--- src/rtl/data_demodulate_9x9.sv ---
// data_demodulate_9x9: rebuilds a full raster frame from interior 9x9 results,
// filling the 4-pixel border. Optional build macro: DATA_DEMOD_9X9_UNDERFLOW_EN.
module data_demodulate_9x9 #(
    parameter int DATA_WIDTH = 8,
    parameter int ROWS = 480,
    parameter int COLS = 640,
    parameter int FIFO_DEPTH = 16,
    parameter logic [DATA_WIDTH-1:0] BORDER_VALUE = '0
) (
    input  logic                  clk,
    input  logic                  rst,
    input  logic                  start,
    input  logic                  valid_i,
    input  logic [DATA_WIDTH-1:0] data_i,
    output logic                  ready_o,
    input  logic                  done_i,
    output logic                  valid_o,
    output logic [DATA_WIDTH-1:0] data_o,
    output logic                  done_o,
    output logic                  error_o
);

    localparam int ROW_W = $clog2(ROWS);
    localparam int COL_W = $clog2(COLS);
    localparam int PTR_W = $clog2(FIFO_DEPTH);
    localparam int CNT_W = PTR_W + 1;

    localparam logic [ROW_W-1:0] ROW_LO   = ROW_W'(4);
    localparam logic [ROW_W-1:0] ROW_HI   = ROW_W'(ROWS - 5);
    localparam logic [ROW_W-1:0] ROW_LAST = ROW_W'(ROWS - 1);
    localparam logic [COL_W-1:0] COL_LO   = COL_W'(4);
    localparam logic [COL_W-1:0] COL_HI   = COL_W'(COLS - 5);
    localparam logic [COL_W-1:0] COL_LAST = COL_W'(COLS - 1);
    localparam logic [CNT_W-1:0] CNT_FULL = CNT_W'(FIFO_DEPTH);

    typedef enum logic [1:0] {
        IDLE = 2'd0,
        RUN  = 2'd1,
        DONE = 2'd2
    } state_t;

    state_t                  state;
    state_t                  state_nxt;
    logic [ROW_W-1:0]        row;
    logic [COL_W-1:0]        col;
    logic [DATA_WIDTH-1:0]   mem [FIFO_DEPTH];
    logic [PTR_W-1:0]        wr_ptr;
    logic [PTR_W-1:0]        rd_ptr;
    logic [CNT_W-1:0]        count;
    logic                    done_seen;

    logic                    in_run;
    logic                    border;
    logic                    fifo_empty;
    logic                    push;
    logic                    pop;
    logic                    emit;
    logic                    last_pos;
    logic                    underflow;
    logic                    accept_start;

    logic                    vld_p1;
    logic [DATA_WIDTH-1:0]   data_p1;
    logic                    done_p1;

    function automatic logic is_border(input logic [ROW_W-1:0] r, input logic [COL_W-1:0] c);
        return (r < ROW_LO) || (r > ROW_HI) || (c < COL_LO) || (c > COL_HI);
    endfunction

    assign in_run       = (state == RUN);
    assign accept_start = (state == IDLE) && start;
    assign border       = is_border(row, col);
    assign fifo_empty   = (count == '0);
    assign ready_o      = in_run && (count != CNT_FULL);
    assign push         = valid_i && ready_o;
    // Interior positions only advance once the core has delivered their word.
    assign pop          = in_run && !border && !fifo_empty;
    assign emit         = in_run && (border || !fifo_empty);
    assign last_pos     = (row == ROW_LAST) && (col == COL_LAST);

`ifdef DATA_DEMOD_9X9_UNDERFLOW_EN
    logic error_q;

    assign underflow = in_run && !border && fifo_empty && done_seen;

    always_ff @(posedge clk or posedge rst) begin
        if (rst) begin
            error_q <= 1'b0;
        end else if (accept_start) begin
            error_q <= 1'b0;
        end else if (underflow) begin
            error_q <= 1'b1;
        end
    end

    assign error_o = error_q;
`else
    logic unused_done_seen;

    assign underflow        = 1'b0;
    assign error_o          = 1'b0;
    assign unused_done_seen = done_seen;
`endif

    always_comb begin
        state_nxt = state;
        case (state)
            IDLE: if (start) state_nxt = RUN;
            RUN:  if ((emit && last_pos) || underflow) state_nxt = DONE;
            DONE: state_nxt = IDLE;
            default: state_nxt = IDLE;
        endcase
    end

    always_ff @(posedge clk or posedge rst) begin
        if (rst) begin
            state <= IDLE;
        end else begin
            state <= state_nxt;
        end
    end

    always_ff @(posedge clk or posedge rst) begin
        if (rst) begin
            row <= '0;
            col <= '0;
        end else if (accept_start) begin
            row <= '0;
            col <= '0;
        end else if (emit) begin
            if (col == COL_LAST) begin
                col <= '0;
                row <= last_pos ? '0 : row + 1'b1;
            end else begin
                col <= col + 1'b1;
            end
        end
    end

    always_ff @(posedge clk or posedge rst) begin
        if (rst) begin
            done_seen <= 1'b0;
        end else if (accept_start || (state == DONE)) begin
            done_seen <= 1'b0;
        end else if (in_run && done_i) begin
            done_seen <= 1'b1;
        end
    end

    always_ff @(posedge clk or posedge rst) begin
        if (rst) begin
            wr_ptr <= '0;
            rd_ptr <= '0;
            count  <= '0;
        end else if (state == DONE) begin
            wr_ptr <= '0;
            rd_ptr <= '0;
            count  <= '0;
        end else begin
            if (push) wr_ptr <= wr_ptr + 1'b1;
            if (pop)  rd_ptr <= rd_ptr + 1'b1;
            case ({push, pop})
                2'b10:   count <= count + 1'b1;
                2'b01:   count <= count - 1'b1;
                default: count <= count;
            endcase
        end
    end

    always_ff @(posedge clk) begin
        if (push) mem[wr_ptr] <= data_i;
    end

    // p1: registered output stage, one cycle after the emit decision
    always_ff @(posedge clk or posedge rst) begin
        if (rst) begin
            vld_p1  <= 1'b0;
            data_p1 <= '0;
            done_p1 <= 1'b0;
        end else begin
            vld_p1  <= emit;
            done_p1 <= (state == DONE);
            if (emit) data_p1 <= border ? BORDER_VALUE : mem[rd_ptr];
        end
    end

    assign valid_o = vld_p1;
    assign data_o  = data_p1;
    assign done_o  = done_p1;

endmodule

--- config.mk ---
export PLATFORM = sky130hd
export DESIGN_NAME = data_demodulate_9x9
export DESIGN_NICKNAME = d
export VERILOG_FILES = /design/src/rtl/data_demodulate_9x9.sv
export SDC_FILE = /design/constraint.sdc
export NUM_CORES = 1
export LEC_CHECK = 0
export BUFFER_PORTS_ARGS = -buffer_cell sky130_fd_sc_hd__buf_2
export CAP_MARGIN = 20
export CORE_UTILIZATION = 50
export CTS_CLUSTER_SIZE = 40
export DETAILED_ROUTE_END_ITERATION = 7
export GPL_ROUTABILITY_DRIVEN = 0
export PLACE_DENSITY = 0.77
export SYNTH_ARGS = -nofsm -noshare
export SYNTH_HDL_FRONTEND = slang
export SYNTH_SLANG_ARGS = --single-unit
--- constraint.sdc ---
create_clock -name clk -period 7.95 [get_ports clk]
set_input_delay 1.59 -clock clk [delete_from_list [all_inputs] [get_ports clk]]
set_output_delay 1.59 -clock clk [all_outputs]
set_load 0.01 [all_outputs]
==> results list <==
- Count of flip-flops with a built-in enable after synthesis: 128
- The initial antenna violation count is 0.
* Final Routed Wirelength: 14,000 um
- The first global-routing pass estimated 22,000 um of wire.
* Synth Net Count: 504
* Growth of design area from synthesis to finish: 11.0%
- Buffers added to address setup during post-CTS repair amount to 0.
- In this run the worst path has a maximum fanout of 15.
- Fillers: 1,028
- Buffers placed on the I/O ports in this run total 22.
* Number of buffers on the longest clock path: 2
* DRT antenna net count: 0
- Number of diodes added for antenna fixing: 0
* Die height: 123 um
- TritonCTS built the clock tree.
* Chip width: 123 um
- For this run, global-route usage on met3 was measured as 0.0554.
* Die outline area: 15,200 sq um
* P_leak: 0.00293 uW
- R2r worst-path depth: 13
- Share of the cycle needed by the critical path after routing: 0.476
* Startpoint type of the worst setup path: flop
- Starting utilization of the core area: 0.521
- Run status: completed
- Clock transition time at the flip-flop clock pins of the worst setup and hold paths: 0.06 ns
- At the placement stage, the worst setup path has a slack of 3.79 ns.
- Max-cap violations in this run came to 0.
- All-layer global routing usage: 0.203
- 25 I/O pins were placed.
- Total core area: 14,100 sq um
* Drt drc: 0
* Cell at the root of the clock tree: sky130_fd_sc_hd__clkbuf_16
- Area occupied by multi-input gates: 2220 sq um
* Count of vias placed by the detailed router: 4,159
- In the global route stage, met1 resource usage came out at 0.261.
- The tightest hold path in the finished design has a slack of 0.486 ns.
- Crit path required time: 8.29 ns
- Overflow after GRT: 0
* Post-DR wirelength/cell: 20.2 um
- In this run the tightest slew margin relative to its limit is 0.351.
- Min-delay worst type: flop to flop
- Total negative slack for setup checks: 0 ns
- Summed over all nets, the half-perimeter wirelength after detailed placement is 8520 um.
- The via count of the first global-routing pass is 4,122.
- In this run the most used layer during global routing was met2.
* Min cycle time layout: 3.78 ns
- # setup viols final: 0
* Unrepaired setup endpoints after global routing: false
* Arr. time, crit path: 4.13 ns
- Synthesized area per cell: 15.3 sq um
- Type of destination of the critical path: flop
- Pin count of the biggest net entering global routing: 45
* Max-slew violation count: 0
- Proportion of synthesized chip area in sequential cells: 0.673
- The pre-antenna-repair detailed-routing pass consisted of 5 iterations.
- Vias per Instance: 5.99
- Dividing total power by cell area gives a power density of 347 nW/um^2.
* Netlist Area Pre-Place: 7350 sq um
- H-Tree Depth: 4
* Seq cells post-synth: 172
- After the first detailed-routing iteration, the DRC count stood at 404.
* Share of final-layout standard cells stronger than drive strength 1: 0.191
- Primary flip-flop cell chosen by synthesis mapping: sky130_fd_sc_hd__edfxtp_1
- Count of cells resized by post-cts repair: 0
- Post-route clock skew: 0.0115 ns
* Number of hold-slack violations in the final timing report: 0
- Number of standard cells after synthesis: 480
* Storage element area: 4950 sq um
- Yosys printed 0 warnings.
* Fin nets: 526
- Number of cell rows: 43
- For the worst-skew pair, the clock arrives at the later sink with an insertion delay of 0.43 ns.
* Maximum clock rate: 264 MHz
* Clock sink count: 172
- In this run, post-CTS hold repair placed 0 buffers.
- Peak supply drop: 0.211 mV
- Counting distinct cell types in the post-synthesis netlist gives 50.
- Overall power consumption after layout is estimated at 2830 uW.
- Worst Setup Path Type: flop to flop
* Setup ws final: 4.17 ns
- Met2 Use GR: 0.333
- TritonCTS Buffers: 17
- Hold-critical path depth: 1
* Worst-Margin Slew: 0.961 ns
- Async SR Flop Fraction: 0.256
-- report_power, final --
| part | switching (uW) | total (uW) | internal, uW |
|---|---|---|---|
| logic | 463 | 856 | 393 |
| registers | 123 | 1240 | 1120 |
| clock network | 339 | 737 | 398 |
| total | 924 | 2830 | 1910 |
-- Yosys cell counts, types with 5 or more instances --
| library cell | count | share of area |
|---|---|---|
| sky130_fd_sc_hd__nor2_1 | 19 | 0.0097 |
| sky130_fd_sc_hd__inv_1 | 11 | 0.0056 |
| sky130_fd_sc_hd__nor3_1 | 6 | 0.0041 |
| sky130_fd_sc_hd__clkbuf_1 | 21 | 0.011 |
| sky130_fd_sc_hd__nand2_1 | 32 | 0.016 |
| sky130_fd_sc_hd__a211oi_1 | 9 | 0.0092 |
| sky130_fd_sc_hd__a22o_1 | 9 | 0.011 |
| sky130_fd_sc_hd__edfxtp_1 | 128 | 0.52 |
| sky130_fd_sc_hd__or3_1 | 6 | 0.0051 |
| sky130_fd_sc_hd__o31ai_1 | 5 | 0.0051 |
| sky130_fd_sc_hd__mux2i_1 | 15 | 0.020 |
| sky130_fd_sc_hd__nand3_1 | 12 | 0.0082 |
| sky130_fd_sc_hd__xor2_1 | 5 | 0.0060 |
| sky130_fd_sc_hd__mux4_2 | 32 | 0.098 |
| sky130_fd_sc_hd__o21ai_0 | 17 | 0.012 |
| sky130_fd_sc_hd__nor2b_1 | 10 | 0.0085 |
| sky130_fd_sc_hd__a21oi_1 | 22 | 0.015 |
| sky130_fd_sc_hd__and2_1 | 7 | 0.0060 |
| sky130_fd_sc_hd__nor4_1 | 6 | 0.0051 |
| sky130_fd_sc_hd__or4_1 | 5 | 0.0051 |
| sky130_fd_sc_hd__dfrtp_1 | 44 | 0.15 |
| sky130_fd_sc_hd__ha_1 | 11 | 0.019 |
| sky130_fd_sc_hd__nand4_1 | 5 | 0.0043 |
-- metrics by stage --
step                instance area [sq um]  utilization  cells
floorplan                            7350            -    480
global placement                     7630        0.542    663
detailed placement                   7630        0.542    663
CTS                                  8160        0.579    694
global route                         8160        0.579    694
finish                               8160        0.579    694
-- registers in the layout (all words and copies together), names as in the netlist, 2 cells and up --
name and flops:
wr_ptr 4, data_o 8, col 10, rd_ptr 4
mem 128, count 5, state 2, row 9
-- cell usage in the layout, fill, tap and decap left out, types with 2 or more instances in the layout --
cell and n:
sky130_fd_sc_hd__a21oi_1 22, sky130_fd_sc_hd__xor2_1 5, sky130_fd_sc_hd__edfxtp_1 128, sky130_fd_sc_hd__xnor2_1 2, sky130_fd_sc_hd__or4_1 5, sky130_fd_sc_hd__nor3_1 6, sky130_fd_sc_hd__clkinvlp_4 3, sky130_fd_sc_hd__nand3_1 12
sky130_fd_sc_hd__buf_4 12, sky130_fd_sc_hd__nand2b_1 3, sky130_fd_sc_hd__or2_2 2, sky130_fd_sc_hd__buf_2 22, sky130_fd_sc_hd__nor4_1 6, sky130_fd_sc_hd__o311ai_0 2, sky130_fd_sc_hd__and2_1 7, sky130_fd_sc_hd__inv_1 10
sky130_fd_sc_hd__o221ai_1 2, sky130_fd_sc_hd__nand2_1 32, sky130_fd_sc_hd__clkinv_4 2, sky130_fd_sc_hd__mux2i_1 15, sky130_fd_sc_hd__clkinv_1 6, sky130_fd_sc_hd__mux4_2 32, sky130_fd_sc_hd__a22o_1 9, sky130_fd_sc_hd__nor2_1 19
sky130_fd_sc_hd__nand4_1 5, sky130_fd_sc_hd__o31ai_1 5, sky130_fd_sc_hd__dfrtp_1 43, sky130_fd_sc_hd__a211oi_1 9, sky130_fd_sc_hd__or3_1 6, sky130_fd_sc_hd__ha_1 11, sky130_fd_sc_hd__clkbuf_16 17, sky130_fd_sc_hd__nor2b_1 10
sky130_fd_sc_hd__and3_1 4, sky130_fd_sc_hd__inv_6 3, sky130_fd_sc_hd__o21ai_0 17, sky130_fd_sc_hd__o211ai_1 2
-- path summary, 6_finish.rpt --
check,from,end,slack (ns)
worst min register to register,state[1],state[0],0.49
worst max register to register,row[5],count[4],4.17
min in group asynchronous,rst,data_o[4],1.28
worst min-delay path,state[1],state[0],0.49
max in group asynchronous,rst,rd_ptr[0],6.28
worst max-delay path,row[5],count[4],4.17
-- metal layers --
layer	share of wire	up-vias
met5	0	-
met4	0.020	0
met3	0.052	19
met2	0.50	126
met1	0.43	2108
li1	-	1906
-- worst max-delay path, cell delays in order (launching register included) --
cell and delay [ns]:
sky130_fd_sc_hd__dfrtp_1 0.48, sky130_fd_sc_hd__or4_4 0.58, sky130_fd_sc_hd__o41ai_2 0.22, sky130_fd_sc_hd__a311oi_1 0.11, sky130_fd_sc_hd__and3_1 0.39, sky130_fd_sc_hd__ha_1 0.41
sky130_fd_sc_hd__xor2_1 0.19, sky130_fd_sc_hd__ha_1 0.22, sky130_fd_sc_hd__a21boi_0 0.32, sky130_fd_sc_hd__o211ai_1 0.13, sky130_fd_sc_hd__a21oi_1 0.15, sky130_fd_sc_hd__a31oi_1 0.06
sky130_fd_sc_hd__or3_1 0.32, sky130_fd_sc_hd__a21oi_1 0.14
-- cell families (layout without fill, tap and decap cells) --
kind of cell             Yosys count  count (layout)  synth area share
buffers and inverters             43              77            0.0250
XOR/XNOR                           7               7           0.00835
AO/OA/AOI/OAI                     78              78            0.0705
AND/OR/NAND/NOR                  121             121            0.0852
multiplexers                      47              47             0.119
adder cells (fa/ha/maj)           11              11            0.0187
flip-flops                       172             172             0.673
other                              1               1          0.000510
-- layout make-up --
class,instances,area share
inverters,12,0.00552
repair buffers,34,0.0245
well taps,180,0.0276
clock buffers,18,0.0526
multi-input cells,265,0.272
flip-flops and latches,172,0.606
clock inverters,13,0.0114
No activity file was read; power rests on OpenSTA's default activity.
